File: config.mk
export PLATFORM = sky130hd
export DESIGN_NAME = axim_write_responder_flat
export DESIGN_NICKNAME = d
export VERILOG_FILES = /design/src/rtl/axim_write_responder_pkg.sv /design/src/rtl/axim_write_responder_if.sv /design/src/rtl/axim_write_responder.sv /design/src/flat_wrapper.sv
export SDC_FILE = /design/constraint.sdc
export NUM_CORES = 1
export LEC_CHECK = 0
export CORE_MARGIN = 8
export CORE_UTILIZATION = 50
export CTS_CLUSTER_DIAMETER = 40
export DETAILED_ROUTE_END_ITERATION = 7
export PLACE_DENSITY_LB_ADDON = 0.05
export SYNTH_ARGS = -nofsm -noshare
export SYNTH_HDL_FRONTEND = slang
export SYNTH_SLANG_ARGS = --single-unit
File: constraint.sdc
create_clock -name clk -period 3.4 [get_ports clk]
set_input_delay 1.02 -clock clk [delete_from_list [all_inputs] [get_ports clk]]
set_output_delay 1.02 -clock clk [all_outputs]
set_load 0.02 [all_outputs]
File: src/rtl/axim_write_responder_pkg.sv
// Shared definitions for the AXI write responder: response codes, FSM states, default widths.
package axim_write_responder_pkg;

  localparam int ADDR_W_DEF = 25;
  localparam int DATA_W_DEF = 16;
  localparam int LEN_W_DEF  = 8;

  localparam logic [1:0] AXI_RESP_OKAY   = 2'b00;
  localparam logic [1:0] AXI_RESP_SLVERR = 2'b10;

  typedef enum logic [1:0] {
    ST_IDLE = 2'd0,
    ST_DATA = 2'd1,
    ST_RESP = 2'd2
  } wr_state_t;

  function automatic logic [1:0] b_resp(input logic err);
    return err ? AXI_RESP_SLVERR : AXI_RESP_OKAY;
  endfunction

endpackage

File: src/rtl/axim_write_responder_if.sv
// AXI write channels (AW/W/B) plus the single-word memory write port seen by the responder.
interface axim_write_responder_if
  import axim_write_responder_pkg::*;
#(
  parameter int ADDR_W = ADDR_W_DEF,
  parameter int DATA_W = DATA_W_DEF,
  parameter int LEN_W  = LEN_W_DEF
);

  logic              axi_awvalid_in;
  logic              axi_awready_out;
  logic [LEN_W-1:0]  axi_awlen_in;
  logic [ADDR_W-1:0] axi_awaddr_in;
  logic              axi_wvalid_in;
  logic              axi_wready_out;
  logic [DATA_W-1:0] axi_wdata_in;
  logic              axi_wlast_in;
  logic              axi_bvalid_out;
  logic              axi_bready_in;
  logic [1:0]        axi_bresp_out;
  logic              mem_we_out;
  logic [ADDR_W-1:0] mem_addr_out;
  logic [DATA_W-1:0] mem_wdata_out;
  logic              mem_busy_in;

  modport slave (
    input  axi_awvalid_in, axi_awlen_in, axi_awaddr_in,
    input  axi_wvalid_in, axi_wdata_in, axi_wlast_in,
    input  axi_bready_in, mem_busy_in,
    output axi_awready_out, axi_wready_out, axi_bvalid_out, axi_bresp_out,
    output mem_we_out, mem_addr_out, mem_wdata_out
  );

  modport master (
    output axi_awvalid_in, axi_awlen_in, axi_awaddr_in,
    output axi_wvalid_in, axi_wdata_in, axi_wlast_in,
    output axi_bready_in, mem_busy_in,
    input  axi_awready_out, axi_wready_out, axi_bvalid_out, axi_bresp_out,
    input  mem_we_out, mem_addr_out, mem_wdata_out
  );

endinterface

File: src/rtl/axim_write_responder.sv
// AXI INCR write responder: one burst at a time, each W beat becomes a memory write one cycle later.
// W is throttled by mem_busy_in through wready; B is held stable until bready.
module axim_write_responder
  import axim_write_responder_pkg::*;
#(
  parameter int ADDR_W = ADDR_W_DEF,
  parameter int DATA_W = DATA_W_DEF,
  parameter int LEN_W  = LEN_W_DEF
) (
  input  logic                    clk,
  input  logic                    reset_n,
  axim_write_responder_if.slave   axi
);

  wr_state_t         state_q, state_d;
  logic              awready_q, awready_d;
  logic              bvalid_q, bvalid_d;
  logic [1:0]        bresp_q, bresp_d;
  logic              err_q, err_d;

  logic [ADDR_W-1:0] cur_addr_q, cur_addr_d;
  logic [LEN_W-1:0]  len_q, len_d;
  logic [LEN_W-1:0]  beat_cnt_q, beat_cnt_d;

  logic              mem_we_q, mem_we_d;
  logic [ADDR_W-1:0] mem_addr_q, mem_addr_d;
  logic [DATA_W-1:0] mem_wdata_q, mem_wdata_d;

  logic              wready;
  logic              w_fire;
  logic              last_beat;

  assign wready = (state_q == ST_DATA) && !axi.mem_busy_in;

  always_comb begin
    state_d     = state_q;
    awready_d   = awready_q;
    bvalid_d    = bvalid_q;
    bresp_d     = bresp_q;
    err_d       = err_q;
    cur_addr_d  = cur_addr_q;
    len_d       = len_q;
    beat_cnt_d  = beat_cnt_q;
    mem_we_d    = 1'b0;
    mem_addr_d  = mem_addr_q;
    mem_wdata_d = mem_wdata_q;
    w_fire      = axi.axi_wvalid_in && wready;
    last_beat   = (beat_cnt_q == len_q);

    case (state_q)
      ST_IDLE: begin
        awready_d = 1'b1;
        if (axi.axi_awvalid_in && awready_q) begin
          cur_addr_d = axi.axi_awaddr_in;
          len_d      = axi.axi_awlen_in;
          beat_cnt_d = '0;
          err_d      = 1'b0;
          awready_d  = 1'b0;
          state_d    = ST_DATA;
        end
      end
      ST_DATA: begin
        if (w_fire) begin
          mem_we_d    = 1'b1;
          mem_addr_d  = cur_addr_q;
          mem_wdata_d = axi.axi_wdata_in;
          cur_addr_d  = cur_addr_q + 1'b1;
          // The beat count alone ends the burst; wlast only feeds the error flag.
          if (last_beat) begin
            err_d    = err_q | !axi.axi_wlast_in;
            bvalid_d = 1'b1;
            bresp_d  = b_resp(err_d);
            state_d  = ST_RESP;
          end else begin
            err_d      = err_q | axi.axi_wlast_in;
            beat_cnt_d = beat_cnt_q + 1'b1;
          end
        end
      end
      ST_RESP: begin
        if (axi.axi_bready_in) begin
          bvalid_d  = 1'b0;
          awready_d = 1'b1;
          state_d   = ST_IDLE;
        end
      end
      default: state_d = ST_IDLE;
    endcase
  end

  always_ff @(posedge clk or negedge reset_n) begin
    if (!reset_n) begin
      state_q   <= ST_IDLE;
      awready_q <= 1'b0;
      bvalid_q  <= 1'b0;
      bresp_q   <= AXI_RESP_OKAY;
      err_q     <= 1'b0;
    end else begin
      state_q   <= state_d;
      awready_q <= awready_d;
      bvalid_q  <= bvalid_d;
      bresp_q   <= bresp_d;
      err_q     <= err_d;
    end
  end

  always_ff @(posedge clk or negedge reset_n) begin
    if (!reset_n) begin
      cur_addr_q <= '0;
      len_q      <= '0;
      beat_cnt_q <= '0;
    end else begin
      cur_addr_q <= cur_addr_d;
      len_q      <= len_d;
      beat_cnt_q <= beat_cnt_d;
    end
  end

  always_ff @(posedge clk or negedge reset_n) begin
    if (!reset_n) begin
      mem_we_q    <= 1'b0;
      mem_addr_q  <= '0;
      mem_wdata_q <= '0;
    end else begin
      mem_we_q    <= mem_we_d;
      mem_addr_q  <= mem_addr_d;
      mem_wdata_q <= mem_wdata_d;
    end
  end

  assign axi.axi_awready_out = awready_q;
  assign axi.axi_wready_out  = wready;
  assign axi.axi_bvalid_out  = bvalid_q;
  assign axi.axi_bresp_out   = bresp_q;
  assign axi.mem_we_out      = mem_we_q;
  assign axi.mem_addr_out    = mem_addr_q;
  assign axi.mem_wdata_out   = mem_wdata_q;

endmodule

File: src/flat_wrapper.sv
// flat-port wrapper written by rule: the top's interface ports become plain ports
module axim_write_responder_flat import axim_write_responder_pkg::*;
#(
  parameter int ADDR_W = ADDR_W_DEF,
  parameter int DATA_W = DATA_W_DEF,
  parameter int LEN_W  = LEN_W_DEF
)
  (clk, reset_n, axi_axi_awvalid_in, axi_axi_awlen_in, axi_axi_awaddr_in, axi_axi_wvalid_in, axi_axi_wdata_in, axi_axi_wlast_in, axi_axi_bready_in, axi_mem_busy_in, axi_axi_awready_out, axi_axi_wready_out, axi_axi_bvalid_out, axi_axi_bresp_out, axi_mem_we_out, axi_mem_addr_out, axi_mem_wdata_out);
  axim_write_responder_if #(.ADDR_W(ADDR_W), .DATA_W(DATA_W), .LEN_W(LEN_W)) axi_i ();
  input  logic clk;
  input  logic reset_n;
  input wire logic [$bits(axi_i.axi_awvalid_in)-1:0] axi_axi_awvalid_in;
  input wire logic [$bits(axi_i.axi_awlen_in)-1:0] axi_axi_awlen_in;
  input wire logic [$bits(axi_i.axi_awaddr_in)-1:0] axi_axi_awaddr_in;
  input wire logic [$bits(axi_i.axi_wvalid_in)-1:0] axi_axi_wvalid_in;
  input wire logic [$bits(axi_i.axi_wdata_in)-1:0] axi_axi_wdata_in;
  input wire logic [$bits(axi_i.axi_wlast_in)-1:0] axi_axi_wlast_in;
  input wire logic [$bits(axi_i.axi_bready_in)-1:0] axi_axi_bready_in;
  input wire logic [$bits(axi_i.mem_busy_in)-1:0] axi_mem_busy_in;
  output wire logic [$bits(axi_i.axi_awready_out)-1:0] axi_axi_awready_out;
  output wire logic [$bits(axi_i.axi_wready_out)-1:0] axi_axi_wready_out;
  output wire logic [$bits(axi_i.axi_bvalid_out)-1:0] axi_axi_bvalid_out;
  output wire logic [$bits(axi_i.axi_bresp_out)-1:0] axi_axi_bresp_out;
  output wire logic [$bits(axi_i.mem_we_out)-1:0] axi_mem_we_out;
  output wire logic [$bits(axi_i.mem_addr_out)-1:0] axi_mem_addr_out;
  output wire logic [$bits(axi_i.mem_wdata_out)-1:0] axi_mem_wdata_out;
  assign axi_i.axi_awvalid_in = axi_axi_awvalid_in;
  assign axi_i.axi_awlen_in = axi_axi_awlen_in;
  assign axi_i.axi_awaddr_in = axi_axi_awaddr_in;
  assign axi_i.axi_wvalid_in = axi_axi_wvalid_in;
  assign axi_i.axi_wdata_in = axi_axi_wdata_in;
  assign axi_i.axi_wlast_in = axi_axi_wlast_in;
  assign axi_i.axi_bready_in = axi_axi_bready_in;
  assign axi_i.mem_busy_in = axi_mem_busy_in;
  assign axi_axi_awready_out = axi_i.axi_awready_out;
  assign axi_axi_wready_out = axi_i.axi_wready_out;
  assign axi_axi_bvalid_out = axi_i.axi_bvalid_out;
  assign axi_axi_bresp_out = axi_i.axi_bresp_out;
  assign axi_mem_we_out = axi_i.mem_we_out;
  assign axi_mem_addr_out = axi_i.mem_addr_out;
  assign axi_mem_wdata_out = axi_i.mem_wdata_out;
  axim_write_responder #(.ADDR_W(ADDR_W), .DATA_W(DATA_W), .LEN_W(LEN_W)) u_core (.clk(clk), .reset_n(reset_n), .axi(axi_i));
endmodule
==> results.toml <==
[die]
ios = 103
chipHeight_um = 107
fp.dieArea_mm2 = 0.0115
initial_core_util_pct = 51.0
rows = 33
die_width_um = 107
core_area_mm2 = 0.00813

[pwr]
p_seq_share_pct = 39.6
total_power_uw = 4790
p_leak_uw = 0.00247
internal-power_uw = 2930
irDropWorstVdd_v = 0.000406
p_sw_share_pct = 38.9
clkPwrFrac_pct = 18.4
power_density_mw_per_mm2 = 869
p_switching_uw = 1860
p_comb_share_pct = 42.0

[logic_synthesis]
avgSynthCellArea_um2 = 8.87
ys_warn_count = 0
syn_area_mm2 = 0.00415
ys_ff_latch = 89
async_reset_ff_share_pct = 100
synthCells = 468
synthFlopType = "dfrtp_1"
synth.distinct_cells = 46
seq_area_frac_synth_pct = 53.7
synth-edff-count = 0
synth_fp_nets = 526

[hold_path]
holdPathStages = 2
hold_class = "flip-flop to flip-flop"

[placed_design]
portBuffers = 101
hpwl_um = 7700
gp_congestion = 0.827
dpl.cell_count = 663

[drt]
drt_iter0_markers = 139
routedWlPerCell_um = 16.0
dr.pass1.iters = 4
vias = 3724
ant_nets = 0
wl_um = 10800
avgViaCountPerCell = 5.48
post-route-drc-count = 0

[job]
cap_violations = 0

[clock_network]
cts_setup_buffers = 0
cts_buffers = 9
root_buffer = "clkbuf_8"
htree_levels = 3
cts_hold_buf = 0
clock_path_buffers = 2
cts_tree = "built"
worstSkewPairLatency_ns = 0.36
clk_pin_slew_worst_paths_ns = 0.08
cts-resized-gates = 0
cts_sinks = 89

[sta]
setup_viol = 0
period_minus_slack_ns = 3.17
clock_skew_ns = 0.0110
tightest_slew_ns = 0.933
slew_headroom_pct = 37.6
max_freq_mhz = 316
fin_crit_sh_pct = 93.2
hold_slack_ns = 0.481
hold_viol_final = 0
slew_violations = 0
rsz0062_at_grt = "no"
finalSetupTns_ns = 0

[critical_path]
crit_path_max_fanout = 2
arrival_ns = 2.15
rr_worst_depth = 7
crit_required_ns = 2.38
critical_path_class = "primary input to primary output"
startpoint_type = "primary input"
critPathCaptureType = "primary output"

[global_routing]
grt_pass1_vias = 3706
grt_remaining_overflow = 0
grt.total_usage_pct = 19.5
grt_pass1_wl_um = 18300
grt_max_degree = 50
antenna_found_initial = 0

[cells_and_area]
final_cell_mix = "nand2_1 (162), clkdlybuf4s50_1 (100), dfrtp_1 (89), nor2_1 (29), a21oi_1 (24)"
final_common_cell = "nand2_1"
finalNonFillerCells = 679
nNetsFinal = 627
drive_gt1_share_pct = 7.49
syn_to_final_growth_pct = 32.6
insertedDiodeCount = 0
fillers = 699

[status]
status = "finished, final reports clean"
[worst max-delay path, cell delays in order]
cell and delay [ns]:
clkdlybuf4s50_1 0.42, nor2_1 0.10, clkdlybuf4s50_1 0.61
[power by group through the flow]
stage	sequential [uW]	combinational, uW	clock [uW]
final	1890	2010	879
after global routing	1970	2230	932
after CTS	1890	2040	894
after detailed placement	1910	2030	0
after global placement	1880	1980	0
after floorplan	2150	901	0
[synth_stat cells, types with 2 or more instances]
library cell	number	area, um2
nand2_1	163	612
dfrtp_1	89	2230
nor2_1	29	109
a21oi_1	24	120
o21ai_0	20	100
and3_1	11	68.8
a311oi_1	9	78.8
nand3_1	9	45.0
xnor2_1	9	78.8
buf_2	8	40.0
nor3_1	8	40.0
clkbuf_1	7	26.3
o22ai_1	7	43.8
a211oi_1	6	45.0
or3_1	6	37.5
buf_4	5	37.5
inv_1	5	18.8
nor4_1	5	31.3
a31oi_1	4	25.0
nand4_1	4	25.0
a21o_1	3	22.5
and4_1	3	26.3
o221a_2	3	33.8
buf_1	2	7.51
ha_1	2	25.0
mux2_2	2	22.5
mux2i_1	2	20.0
nand2b_1	2	12.5
nand3b_1	2	15.0
o32ai_1	2	17.5
or2_2	2	12.5
[final timing paths]
kind                            slack [ns]                            to                         start
worst max-delay path                  0.23            axi_axi_wready_out               axi_mem_busy_in
worst min-delay path                  0.48  u_core.axi.mem_wdata_out[15]  u_core.axi.mem_wdata_out[15]
worst max register to register        1.29          u_core.beat_cnt_q[7]             u_core.state_q[0]
worst min register to register        0.48  u_core.axi.mem_wdata_out[15]  u_core.axi.mem_wdata_out[15]
max in group asynchronous             2.01          u_core.cur_addr_q[4]                       reset_n
min in group asynchronous             0.65          u_core.cur_addr_q[8]                       reset_n
[per-layer routing]
layer,GRT usage [%],vias to the layer above,wire length [um]
li1,-,1806,-
met1,25.6,1777,4790
met2,30.3,126,5050
met3,5.46,15,837
met4,7.04,0,165
met5,0,-,0
[cell families after synthesis]
group	synth area share, %
buf+inv	3.23
compound gates	13.2
other cells	0.0904
flops	53.7
fa+ha+maj	0.603
mux	1.03
xor+xnor	1.90
simple gates	26.3
[layout make-up]
type,instances,area (um2),share of cell area (%)
Tap cell,105,131,2.39
Timing Repair Buffer,112,1090,19.8
Multi-Input combinational cell,351,1790,32.5
Sequential cell,89,2230,40.5
Clock inverter,7,118,2.14
Inverter,6,22.5,0.409
Clock buffer,9,124,2.25
[state kept, by name (all words and copies together) (netlist names)]
register	cells
u_core.axi.axi_bresp_out	1
u_core.axi.axi_awready_out	1
u_core.cur_addr_q	25
u_core.axi.mem_wdata_out	16
u_core.len_q	8
u_core.err_q	1
u_core.state_q	2
u_core.axi.mem_we_out	1
u_core.beat_cnt_q	8
u_core.axi.mem_addr_out	25
u_core.axi.axi_bvalid_out	1
[stage by stage]
step           util [%]  instance area [um2]  worst slack, ns
6_report           67.7                 5510            0.232
5_1_grt            67.7                 5510            0.183
4_1_cts            67.7                 5510            0.218
3_5_place_dp       64.7                 5260            0.230
3_3_place_gp       64.7                 5260            0.234
2_1_floorplan         -                 4150             1.07
Note: power is estimated with default switching activity, not from simulation.
